==> config.mk <==
export PLATFORM = sky130hd
export DESIGN_NAME = pc_sequencer_flat
export DESIGN_NICKNAME = d
export VERILOG_FILES = /design/src/rtl/pc_sequencer_if.sv /design/src/rtl/pc_sequencer.sv /design/src/flat_wrapper.sv
export SDC_FILE = /design/constraint.sdc
export NUM_CORES = 1
export LEC_CHECK = 0
export BUFFER_PORTS_ARGS = -buffer_cell sky130_fd_sc_hd__buf_4
export CAP_MARGIN = 20
export CORE_ASPECT_RATIO = 1.75
export CORE_MARGIN = 1.5
export CORE_UTILIZATION = 55
export DETAILED_ROUTE_END_ITERATION = 6
export PLACE_DENSITY = 0.86
export SYNTH_ARGS = -nofsm -noshare
export SYNTH_HDL_FRONTEND = slang
export SYNTH_SLANG_ARGS = --single-unit
==> constraint.sdc <==
create_clock -name clk -period 8.2 [get_ports clk]
set_input_delay 1.64 -clock clk [delete_from_list [all_inputs] [get_ports clk]]
set_output_delay 1.64 -clock clk [all_outputs]
set_load 0.05 [all_outputs]
==> src/rtl/pc_sequencer_if.sv <==
// Fetch-side bundle between control/branch logic and the PC sequencer.
// The control logic drives the selects and targets; the sequencer drives the fetch address and status.
interface pc_sequencer_if #(
  parameter int WIDTH = 32
);
  logic             stall;
  logic             restart;
  logic [1:0]       pc_sel;
  logic             br_taken;
  logic [WIDTH-1:0] br_offset;
  logic [25:0]      jump_target;
  logic [WIDTH-1:0] jr_addr;

  logic [WIDTH-1:0] pc;
  logic [WIDTH-1:0] pc_plus4;
  logic             pc_valid;
  logic             halted;
  logic             fault;
  logic [WIDTH-1:0] fault_pc;

  modport master (
    output stall, restart, pc_sel, br_taken, br_offset, jump_target, jr_addr,
    input  pc, pc_plus4, pc_valid, halted, fault, fault_pc
  );

  modport slave (
    input  stall, restart, pc_sel, br_taken, br_offset, jump_target, jr_addr,
    output pc, pc_plus4, pc_valid, halted, fault, fault_pc
  );
endinterface

==> src/rtl/pc_sequencer.sv <==
// MIPS fetch-stage program counter: next-PC select, stall, and range/alignment
// checking of every target, with a sticky fault record held in HALT.
//
//   state | meaning
//   BOOT  | one settling cycle after reset/restart, pc = RESET_VECTOR, not yet valid
//   RUN   | live fetch, pc advances from the selected source unless stalled
//   HALT  | illegal target seen, everything frozen until restart or reset
module pc_sequencer #(
  parameter int WIDTH        = 32,
  parameter int RESET_VECTOR = 0,
  parameter int IMEM_BYTES   = 32768
) (
  input  logic           clk,
  input  logic           rst_n,
  pc_sequencer_if.slave  bus
);

  typedef enum logic [1:0] {
    BOOT = 2'd0,
    RUN  = 2'd1,
    HALT = 2'd2
  } state_t;

  localparam logic [WIDTH-1:0] RST_PC   = WIDTH'(RESET_VECTOR);
  localparam logic [WIDTH-1:0] IMEM_END = WIDTH'(IMEM_BYTES);
  localparam logic [WIDTH-1:0] LOW28    = WIDTH'(28'hFFF_FFFF);

  state_t           state_q, state_d;
  logic [WIDTH-1:0] pc_q, pc_d;
  logic             valid_q, valid_d;
  logic             halted_q, halted_d;
  logic             fault_q, fault_d;
  logic [WIDTH-1:0] fault_pc_q, fault_pc_d;

  logic [WIDTH-1:0] seq_pc;
  logic [WIDTH-1:0] target;
  logic             illegal;

  assign seq_pc = pc_q + WIDTH'(4);

  // Jump keeps the region bits above bit 27 of pc+4; masking avoids a part-select that vanishes at WIDTH=28.
  always_comb begin
    target = seq_pc;
    case (bus.pc_sel)
      2'b00: target = seq_pc;
      2'b01: target = bus.br_taken ? (seq_pc + (bus.br_offset << 2)) : seq_pc;
      2'b10: target = (seq_pc & ~LOW28) | WIDTH'({bus.jump_target, 2'b00});
      2'b11: target = bus.jr_addr;
      default: target = seq_pc;
    endcase
  end

  assign illegal = (target >= IMEM_END) || (target[1:0] != 2'b00);

  always_comb begin
    state_d    = state_q;
    pc_d       = pc_q;
    valid_d    = valid_q;
    halted_d   = halted_q;
    fault_d    = fault_q;
    fault_pc_d = fault_pc_q;
    if (bus.restart) begin
      state_d    = BOOT;
      pc_d       = RST_PC;
      valid_d    = 1'b0;
      halted_d   = 1'b0;
      fault_d    = 1'b0;
      fault_pc_d = '0;
    end else begin
      case (state_q)
        BOOT: begin
          state_d = RUN;
          valid_d = 1'b1;
        end
        RUN: begin
          if (!bus.stall) begin
            if (illegal) begin
              state_d    = HALT;
              valid_d    = 1'b0;
              halted_d   = 1'b1;
              fault_d    = 1'b1;
              fault_pc_d = target;
            end else begin
              pc_d = target;
            end
          end
        end
        HALT: begin
        end
        default: begin
          state_d = BOOT;
          pc_d    = RST_PC;
          valid_d = 1'b0;
        end
      endcase
    end
  end

  always_ff @(posedge clk or negedge rst_n) begin
    if (!rst_n) begin
      state_q    <= BOOT;
      pc_q       <= RST_PC;
      valid_q    <= 1'b0;
      halted_q   <= 1'b0;
      fault_q    <= 1'b0;
      fault_pc_q <= '0;
    end else begin
      state_q    <= state_d;
      pc_q       <= pc_d;
      valid_q    <= valid_d;
      halted_q   <= halted_d;
      fault_q    <= fault_d;
      fault_pc_q <= fault_pc_d;
    end
  end

  assign bus.pc       = pc_q;
  assign bus.pc_plus4 = seq_pc;
  assign bus.pc_valid = valid_q;
  assign bus.halted   = halted_q;
  assign bus.fault    = fault_q;
  assign bus.fault_pc = fault_pc_q;

endmodule

==> src/flat_wrapper.sv <==
// flat-port wrapper written by rule: the top's interface ports become plain ports
module pc_sequencer_flat 
#(
  parameter int WIDTH        = 32,
  parameter int RESET_VECTOR = 0,
  parameter int IMEM_BYTES   = 32768
)
  (clk, rst_n, bus_stall, bus_restart, bus_pc_sel, bus_br_taken, bus_br_offset, bus_jump_target, bus_jr_addr, bus_pc, bus_pc_plus4, bus_pc_valid, bus_halted, bus_fault, bus_fault_pc);
  pc_sequencer_if #(.WIDTH(WIDTH)) bus_i ();
  input  logic clk;
  input  logic rst_n;
  input wire logic [$bits(bus_i.stall)-1:0] bus_stall;
  input wire logic [$bits(bus_i.restart)-1:0] bus_restart;
  input wire logic [$bits(bus_i.pc_sel)-1:0] bus_pc_sel;
  input wire logic [$bits(bus_i.br_taken)-1:0] bus_br_taken;
  input wire logic [$bits(bus_i.br_offset)-1:0] bus_br_offset;
  input wire logic [$bits(bus_i.jump_target)-1:0] bus_jump_target;
  input wire logic [$bits(bus_i.jr_addr)-1:0] bus_jr_addr;
  output wire logic [$bits(bus_i.pc)-1:0] bus_pc;
  output wire logic [$bits(bus_i.pc_plus4)-1:0] bus_pc_plus4;
  output wire logic [$bits(bus_i.pc_valid)-1:0] bus_pc_valid;
  output wire logic [$bits(bus_i.halted)-1:0] bus_halted;
  output wire logic [$bits(bus_i.fault)-1:0] bus_fault;
  output wire logic [$bits(bus_i.fault_pc)-1:0] bus_fault_pc;
  assign bus_i.stall = bus_stall;
  assign bus_i.restart = bus_restart;
  assign bus_i.pc_sel = bus_pc_sel;
  assign bus_i.br_taken = bus_br_taken;
  assign bus_i.br_offset = bus_br_offset;
  assign bus_i.jump_target = bus_jump_target;
  assign bus_i.jr_addr = bus_jr_addr;
  assign bus_pc = bus_i.pc;
  assign bus_pc_plus4 = bus_i.pc_plus4;
  assign bus_pc_valid = bus_i.pc_valid;
  assign bus_halted = bus_i.halted;
  assign bus_fault = bus_i.fault;
  assign bus_fault_pc = bus_i.fault_pc;
  pc_sequencer #(.WIDTH(WIDTH), .RESET_VECTOR(RESET_VECTOR), .IMEM_BYTES(IMEM_BYTES)) u_core (.clk(clk), .rst_n(rst_n), .bus(bus_i));
endmodule
==> flow_summary.ini, run 1 <==
[logic_synthesis]
synth_top_area_cell = dfrtp_1
yosys_most_used_dff = dfrtp_1
syn_avg_cell_area_um2 = 7.733
synthCells = 913
synth_top_area_share_pct = 24.10
synth-async-reset-ratio_pct = 100.0
synth_fp_nets = 1044
yosysSeqAreaShare_pct = 24.10
synth_seq_cells = 68
synth_warnings = 0
mappedNetlistArea_um2 = 7061
yosysUniqueCellTypes = 80
netlist_top_cells_area = dfrtp_1, nand2_1, ha_1
synth-edff-count = 0

[clocking]
htreeDepth = 3
cts_setup_buffers = 0
numClockSinks = 68
clkTransAtPathRegs_ns = 0.06
clock_path_buffers = 2
cts_buffers = 9
clkLatencyLatePin_ns = 0.34
post_cts_resized = 0
cts_tree = done
cts_root_buffer = clkbuf_16
postCtsHoldBufs = 0

[setup_path]
cp-start-kind = flop
r2r_start = u_core.bus.pc[2]
reg2reg_slack_ns = 1.57
cp-end-kind = flop
rr_endpoint = u_core.bus.pc[19]
crit_top_cell = ha_1
criticalPathCategory = reg2reg
critPathMaxFanout = 19
slowest_delay_ns = 0.82
crit_family = simple AND/OR/NAND/NOR gates
required_ns = 8.36
arrival_ns = 6.80
r2r_cells = 16
cp_cell_sequence = ha_1, and4_1, nand4_1, nor2_1, xnor2_1, inv_1, ha_1, nand2_1, or3_1, a2111oi_4, nor3b_1, or4b_1, or4b_4, or3_4, o31ai_4, a21boi_0
path_buf_inv = 1
crit_slowest_cell = o31ai_4

[run]
maxCapViolations = 0

[drt]
drt-vias-per-instance = 6.855
dr.pass1.iters = 6
drcViolationCount = 0
wl_per_cell_um = 24.09
ant_nets = 0
vias = 8418
drt_iter0_markers = 697
drt_wl_total_um = 29580

[worst_hold_path]
worst_hold_startpoint = u_core.bus.fault_pc[4]
min_path_type = reg2reg
min_path_cells = 1
holdPathEnd = u_core.bus.fault_pc[4]

[global_routing]
grt_usage_pct = 44.37
grt_pass1_wl_um = 45490
grt_pass1_vias = 8305
antenna_found_initial = 0
grt_max_degree = 69
gr-total-overflow = 0

[power]
p_leak_nw = 4.031
switching_power_mw = 0.3359
clkPwrFrac_pct = 43.6
p_int_mw = 0.7659
combinationalPowerShare_pct = 24.5
power-per-cell-area_nw_per_um2 = 124.5
switching_share_pct = 30.48
pwr-share-seq_pct = 31.9
ir_drop_uv = 79.43

[finish]
nFillCells = 1026
n_antenna_cell = 0
final_design_area_no_fill_um2 = 8848
drive_gt1_share_pct = 23.87
fin_nets = 1187
area_growth_pct = 25.32

[floorplan]
rows = 54
die_y_um = 152.9
fp.dieArea_um2 = 13550
start_util_pct = 56.49
die_w_um = 88.65
io_pins = 196
core_region_area_um2 = 12500

[timing]
fmax_mhz = 150.7
hold_slack_ns = 0.5153
setup_viol = 0
drv_slew = 0
min_period_over_period_pct = 80.91
timing.slew.headroom_pct = 23.53
finalCriticalPeriod_ns = 6.635
tns_ns = 0
hold_violations = 0
worst_pin_slew_ns = 1.143
grt_setup_unrepaired = no
clock-skew-final_ns = 0.008902

[placement]
dp_hpwl_um = 22840
portBuffers = 193
dpl_cell_area_um2 = 8481
gp_congestion = 1.026

[outcome]
status = finished clean
area by class of cell:
cell class / instances / area (µm²) / area share [%]
Timing Repair Buffer: 201 / 1506 / 17.02
Multi-Input combinational cell: 744 / 4947 / 55.91
Clock buffer: 9 / 225.2 / 2.545
Sequential cell: 68 / 1702 / 19.23
Tap cell: 168 / 210.2 / 2.376
Clock inverter: 6 / 137.6 / 1.555
Inverter: 32 / 120.1 / 1.357
cell usage after synthesis (10+ instances only):
| cell type | instances |
|---|---|
| dfrtp_1 | 68 |
| a32o_1 | 11 |
| nor3_1 | 18 |
| nand3_1 | 39 |
| ha_1 | 33 |
| nor2_1 | 65 |
| a211oi_1 | 23 |
| and4_1 | 19 |
| o211ai_1 | 20 |
| nor2b_1 | 12 |
| o21ai_0 | 52 |
| nand2_1 | 113 |
| xnor2_1 | 20 |
| mux2i_1 | 11 |
| xor2_1 | 16 |
| nand4_1 | 24 |
| and2_1 | 11 |
| a21boi_0 | 12 |
| o21a_1 | 10 |
| clkbuf_1 | 50 |
| a21oi_1 | 61 |
| inv_1 | 31 |
worst max path at each step:
| stage | startpoint | endpoint | slack [ns] | cells after the start |
|---|---|---|---|---|
| floorplan | u_core.bus.pc[4] | u_core.bus.pc[0] | 2.16 | 18 |
| global placement | u_core.bus.pc[2] | u_core.bus.pc[23] | 1.78 | 16 |
| detailed placement | u_core.bus.pc[2] | u_core.bus.pc[19] | 1.71 | 16 |
| CTS | u_core.bus.pc[2] | u_core.bus.pc[19] | 1.68 | 16 |
| global route | u_core.bus.pc[2] | u_core.bus.pc[19] | 1.34 | 15 |
| finish | u_core.bus.pc[2] | u_core.bus.pc[19] | 1.57 | 16 |
sequential cells by signal (all words and copies together) (netlist names):
signal and count:
u_core.bus.fault_pc 32, u_core.bus.pc 32, u_core.state_q 2, u_core.bus.halted 1
u_core.bus.pc_valid 1
cell usage in the layout, fill, tap and decap left out, types with 10 or more instances in the layout:
cell type	n
o211ai_1	20
mux2i_1	11
nand3_1	39
dfrtp_1	68
xnor2_1	20
and4_1	19
buf_4	200
nor3_1	18
a32o_1	11
o21ai_0	52
a21boi_0	12
a211oi_1	23
ha_1	33
and2_1	11
inv_1	31
nand4_1	24
a21oi_1	61
xor2_1	16
nor2b_1	12
o21a_1	10
nor2_1	65
nand2_1	113
metrics by stage:
stage / util [%] / power, mW / cells / setup WS (ns)
2_1_floorplan: - / 0.5143 / 913 / 2.159
3_3_place_gp: 67.85 / 0.6156 / 1212 / 1.782
3_5_place_dp: 67.85 / 0.6180 / 1212 / 1.713
4_1_cts: 70.75 / 1.092 / 1227 / 1.683
5_1_grt: 70.79 / 1.131 / 1228 / 1.336
6_report: 70.79 / 1.102 / 1228 / 1.565
routing by layer:
metal  GRT usage, %  wire length, µm  vias to the layer above
met2          74.42            14960                      561
met4          38.24             3069                        0
met3          7.397             2106                      174
met1          45.93             9440                     3951
met5              0                0                        -
li1               -                -                     3732
logic make-up (layout without fill, tap and decap cells):
group / Yosys count / count (layout) / synth area share, %
DFF: 68 / 68 / 24.10
xor gates and xnor gates: 36 / 36 / 4.466
buffers and inverters: 101 / 248 / 5.848
muxes: 17 / 17 / 3.154
AOI/OAI and AO/OA: 294 / 294 / 29.72
adders and majority gates: 34 / 34 / 6.132
and+or+nand+nor: 363 / 363 / 26.58
power by group through the flow:
stage,Sequential (mW),Combinational (mW),Clock [mW]
2_1_floorplan,0.384,0.131,0
3_3_place_gp,0.357,0.259,0
3_5_place_dp,0.357,0.261,0
4_1_cts,0.351,0.263,0.477
5_1_grt,0.352,0.288,0.491
6_report,0.352,0.270,0.481
(Power assumes the default switching activity.)
==> inputs of run 2 (changes only) <==
--- a/config.mk
+++ b/config.mk
@@ -9,9 +9,9 @@
 export CAP_MARGIN = 20
 export CORE_ASPECT_RATIO = 1.75
 export CORE_MARGIN = 1.5
-export CORE_UTILIZATION = 55
+export CORE_UTILIZATION = 54
 export DETAILED_ROUTE_END_ITERATION = 6
-export PLACE_DENSITY = 0.86
+export PLACE_DENSITY = 0.85
 export SYNTH_ARGS = -nofsm -noshare
 export SYNTH_HDL_FRONTEND = slang
 export SYNTH_SLANG_ARGS = --single-unit
==> constraint.sdc (replaced) <==
create_clock -name clk -period 6.25 [get_ports clk]
set_input_delay 1.25 -clock clk [delete_from_list [all_inputs] [get_ports clk]]
set_output_delay 1.25 -clock clk [all_outputs]
set_load 0.05 [all_outputs]
==> run 2 against run 1 <==
- final area is 1.4% higher
- the run now ends with design-rule violations left
- critical path type unchanged
- worst setup slack got worse by 1.3 ns
- fmax rose by 11%
- wire length increased by 0.43%
- critical path depth grew 1
- clock power grew 6.0%
- total power is 21% higher
- via count shrank 0.63%
- flip-flop and latch count did not move
- register-to-register slack worse by 1.3 ns
- utilization down 1.1 points
==> flow_summary.ini, run 2 (synthesized netlist as in run 1, its figures left out) <==
[outcome]
status = finished, violations left
violations = design-rule violations

[drt]
drt_wl_total_um = 29710
drcViolationCount = 5
dr.pass1.iters = 7
vias = 8365
wl_per_cell_um = 23.65
drt-vias-per-instance = 6.660
drt_iter0_markers = 656
ant_nets = 0

[clocking]
htreeDepth = 3
cts_tree = done
cts_buffers = 9
post_cts_resized = 0
postCtsHoldBufs = 0
numClockSinks = 68
clkTransAtPathRegs_ns = 0.06
clock_path_buffers = 2
cts_setup_buffers = 0
cts_root_buffer = clkbuf_16
clkLatencyLatePin_ns = 0.34

[setup_path]
criticalPathCategory = reg2reg
crit_slowest_cell = or4b_1
slowest_delay_ns = 0.71
cp-end-kind = flop
crit_family = simple AND/OR/NAND/NOR gates
cp_cell_sequence = ha_1, and4_1, nand4_1, o31a_1, nor2_1, inv_1, ha_1, a21oi_1, o22ai_1, o221a_2, nor4_1, nor3b_1, or4b_1, or4b_4, or3_4, or4_1, o211ai_1
arrival_ns = 6.20
cp-start-kind = flop
required_ns = 6.49
path_buf_inv = 1
crit_top_cell = ha_1
reg2reg_slack_ns = 0.28
critPathMaxFanout = 8

[global_routing]
grt_util_met2_pct = 74.47
grt_usage_pct = 42.90
antenna_found_initial = 1
grt-busiest-layer = met2
met3_usage_pct = 6.724
grt_pass1_wl_um = 44240
met1_usage_pct = 43.48
gr-total-overflow = 0
grt_pass1_vias = 8064
grt_max_degree = 69

[finish]
nFillCells = 1072
final_cell_mix = buf_4, nand2_1, dfrtp_1, nor2_1, a21oi_1
drive_gt1_share_pct = 25.46
final_common_cell = buf_4
fin_nets = 1210
area_growth_pct = 27.08
final_design_area_no_fill_um2 = 8972

[timing]
grt_setup_unrepaired = no
timing.slew.headroom_pct = 29.90
finalCriticalPeriod_ns = 5.965
clock-skew-final_ns = 0.01157
fmax_mhz = 167.6
drv_slew = 0
min_period_over_period_pct = 95.44
hold_violations = 0
worst_pin_slew_ns = 1.048
setup_viol = 0
tns_ns = 0

[placement]
portBuffers = 193
dp_hpwl_um = 23060
gp_congestion = 0.9791
dpl_cell_area_um2 = 8670

[power]
p_leak_nw = 4.116
ir_drop_uv = 143.9
switching_share_pct = 33.21
power-per-cell-area_nw_per_um2 = 148.7
p_int_mw = 0.8910
clkPwrFrac_pct = 38.2
combinationalPowerShare_pct = 27.2
switching_power_mw = 0.4431
pwr-share-seq_pct = 34.6

[floorplan]
rows = 55
fp.dieArea_um2 = 13800
start_util_pct = 54.87
core_region_area_um2 = 12870
die_y_um = 154.3
die_w_um = 89.44
io_pins = 196

[run]
maxCapViolations = 0

[worst_hold_path]
min_path_type = reg2reg
==> run 2: final timing paths <==
check | from | endpoint | cells after the start
max | u_core.bus.pc[2] | u_core.bus.fault_pc[27] | 17
min | u_core.bus.fault_pc[28] | u_core.bus.fault_pc[28] | 2
max reg2reg | u_core.bus.pc[2] | u_core.bus.fault_pc[27] | 17
min reg2reg | u_core.bus.fault_pc[28] | u_core.bus.fault_pc[28] | 2
max in group asynchronous | rst_n | u_core.bus.fault_pc[21] | 1
min in group asynchronous | rst_n | u_core.bus.halted | 1
==> run 2: worst min-delay path, cell delays in order, from the launching register on <==
cell and delay [ns]:
dfrtp_1 0.37, inv_1 0.05, a211oi_1 0.05
==> run 2: power groups by stage <==
stage,Sequential (mW),Combinational [mW],Clock [mW]
floorplan,0.503,0.171,0
global placement,0.468,0.347,0
detailed placement,0.468,0.350,0
CTS,0.461,0.353,0.509
global route,0.462,0.385,0.530
finish,0.461,0.363,0.510
==> run 2: routing by layer <==
| metal | part of all wire [%] | wire [µm] |
|---|---|---|
| met1 | 32 | 9567 |
| met2 | 51 | 15140 |
| met3 | 7.2 | 2148 |
| met4 | 9.5 | 2813 |
| met5 | 0.12 | 37 |
==> run 2: final cells by class <==
class / instances / area [µm²] / area share (%)
Multi-Input combinational cell: 744 / 4947 / 55.14
Sequential cell: 68 / 1702 / 18.97
Timing Repair Buffer: 224 / 1694 / 18.88
Clock buffer: 10 / 229.0 / 2.552
Tap cell: 171 / 214.0 / 2.385
Inverter: 32 / 120.1 / 1.339
Clock inverter: 6 / 63.81 / 0.7112
Antenna cell: 1 / 2.502 / 0.02789
==> run 2: stage by stage <==
stage               hold WS, ns  cells  utilization [%]  power (mW)  setup WS [ns]
finish                   0.5176   1256            69.72       1.334         0.2849
global route             0.5380   1256            69.72       1.377         0.1134
CTS                      0.5170   1254            69.65       1.323         0.4580
detailed placement       0.5059   1238            67.37      0.8186         0.5201
global placement         0.5017   1238            67.37      0.8155         0.5771
floorplan                0.4775    913                -      0.6748         0.2089
==> inputs of run 3 (changes only) <==
--- a/config.mk
+++ b/config.mk
@@ -12,6 +12,7 @@
 export CORE_UTILIZATION = 54
 export DETAILED_ROUTE_END_ITERATION = 6
 export PLACE_DENSITY = 0.85
+export SETUP_SLACK_MARGIN = 0.4
 export SYNTH_ARGS = -nofsm -noshare
 export SYNTH_HDL_FRONTEND = slang
 export SYNTH_SLANG_ARGS = --single-unit
==> run 3 against run 2 <==
- the flow now finishes without violations
- largest cell class unchanged
- worst hold slack better by 0.0023 ns
- register-to-register slack better by 0.31 ns
- via count is 1.1% higher
- critical path depth is 1 lower
- flip-flop and latch count stayed put
==> flow_summary.ini, run 3 (synthesized netlist as in run 1, its figures left out) <==
[outcome]
status = finished clean

[clocking]
htreeDepth = 3
cts_root_buffer = clkbuf_16
cts_tree = done
clkLatencyLatePin_ns = 0.33
cts_setup_buffers = 0
clock_path_buffers = 2
numClockSinks = 68
postCtsHoldBufs = 0
cts_buffers = 9
clkTransAtPathRegs_ns = 0.06

[finish]
final_design_area_no_fill_um2 = 8962
area_growth_pct = 26.94
fin_nets = 1199
n_antenna_cell = 0
nFillCells = 1101
final_cell_mix = buf_4, nand2_1, dfrtp_1, nor2_1, a21oi_1
final_common_cell = buf_4
final_util_pct = 69.65
drive_gt1_share_pct = 26.19

[drt]
wl_met1_um = 8977
vias = 8461
drt_wl_total_um = 28010
drt_iter0_markers = 624
drcViolationCount = 0
wl_per_cell_um = 22.52
dr.pass1.iters = 7
ant_nets = 0
route.met3.wl_um = 2040
drt-vias-per-instance = 6.801
dr_wl_met2_um = 13840
routed.top_layer = met4

[floorplan]
io_pins = 196
rows = 55
die_y_um = 154.3
die_w_um = 89.44
fp.dieArea_um2 = 13800
start_util_pct = 54.87
core_region_area_um2 = 12870

[worst_hold_path]
min_path_cells = 2
worst_hold_startpoint = u_core.bus.fault_pc[28]
min_path_type = reg2reg

[timing]
grt_setup_unrepaired = no
min_period_over_period_pct = 90.46
fmax_mhz = 176.9
drv_slew = 0
finalCriticalPeriod_ns = 5.654
hold_violations = 0
setup_viol = 0
tns_ns = 0
clock-skew-final_ns = 0.008624
worst_pin_slew_ns = 0.9897
timing.slew.headroom_pct = 33.78

[power]
power-per-cell-area_nw_per_um2 = 147.5
switching_share_pct = 32.09
combinationalPowerShare_pct = 26.6
clkPwrFrac_pct = 38.6
p_int_mw = 0.8978
p_leak_nw = 4.108
pwr-share-seq_pct = 34.8
ir_drop_uv = 125.8
switching_power_mw = 0.4242

[global_routing]
antenna_found_initial = 0
grt_pass1_wl_um = 42090
grt_usage_pct = 40.49
grt_pass1_vias = 8212
grt_max_degree = 69
gr-total-overflow = 0

[setup_path]
cp-end-kind = flop
reg2reg_slack_ns = 0.60
r2r_start = u_core.bus.pc[9]
r2r_cells = 16
crit_path_start = u_core.bus.pc[9]
arrival_ns = 5.82
criticalPathCategory = reg2reg
cp-start-kind = flop
required_ns = 6.42
critPathMaxFanout = 19

[placement]
gp_congestion = 1.073
portBuffers = 193
dp_hpwl_um = 21870
dpl_cell_area_um2 = 8626

[run]
maxCapViolations = 0
run 3: changes by cell type in the layout (fill, tap and decap cells not counted), moves of 2 or more:
cell	before	now
xnor2_1	20	15
xor2_1	16	14
ha_1	33	31
a21oi_1	61	59
clkinvlp_4	2	0
ha_2	0	2
a21oi_2	5	7
o21ai_0	52	49
xor2_2	0	2
buf_4	223	212
xnor2_2	0	5
o21ai_1	1	4
run 3: stage by stage:
stage / power (mW) / setup WS, ns / hold slack, ns / cells
global route: 1.366 / 0.3736 / 0.5496 / 1244
detailed placement: 0.8085 / 0.5049 / 0.5111 / 1227
floorplan: 0.6748 / 0.4068 / 0.4775 / 913
CTS: 1.314 / 0.4441 / 0.5222 / 1243
finish: 1.322 / 0.5963 / 0.5199 / 1244
global placement: 0.8034 / 0.5466 / 0.5043 / 1227
run 3: layout make-up:
type	count	area [µm²]	share of cell area [%]
multi-input cells	744	5027	56.09
well taps	171	214.0	2.387
clock buffers	12	246.5	2.750
inverters	32	120.1	1.340
clock inverters	4	48.80	0.5445
flip-flops and latches	68	1703	19.00
repair buffers	213	1603	17.88
run 3: metal layers:
| metal | track usage, % | vias to the layer above |
|---|---|---|
| met3 | 7.257 | 211 |
| met5 | 0 | - |
| met2 | 67.85 | 580 |
| met4 | 36.85 | 0 |
| li1 | - | 3757 |
| met1 | 40.85 | 3913 |
run 3: worst paths after layout:
path,endpoint
max,u_core.bus.pc[17]
min reg2reg,u_core.bus.fault_pc[28]
min in group asynchronous,u_core.bus.pc[3]
max in group asynchronous,u_core.bus.pc[10]
max reg2reg,u_core.bus.pc[17]
min,u_core.bus.fault_pc[28]
run 3: power groups by stage:
stage | Combinational, mW | Clock, mW | Sequential (mW)
after floorplan | 0.171 | 0 | 0.503
after global placement | 0.336 | 0 | 0.468
after detailed placement | 0.341 | 0 | 0.468
after CTS | 0.342 | 0.511 | 0.460
after global routing | 0.376 | 0.528 | 0.462
final | 0.352 | 0.510 | 0.460
run 3: critical path: stages (launching register included):
cell      delay [ns]
dfrtp_1         0.51
and4_2          0.37
nand2_1         0.17
or3_1           0.41
xnor2_2         0.25
ha_1            0.41
a21oi_1         0.33
o21ai_0         0.19
a21oi_1         0.42
a31oi_1         0.26
xnor2_1         0.24
a32oi_1         0.26
or4b_4          0.62
or3_4           0.38
o31ai_4         0.24
buf_6           0.26
a21boi_0        0.15
run 3: repair_timing:
| item | in CTS | in global routing |
|---|---|---|
| resized for setup | 0 | 14 |
| endpoints found under the setup margin | 0 | 66 |
| endpoints found under the hold margin | 0 | 0 |
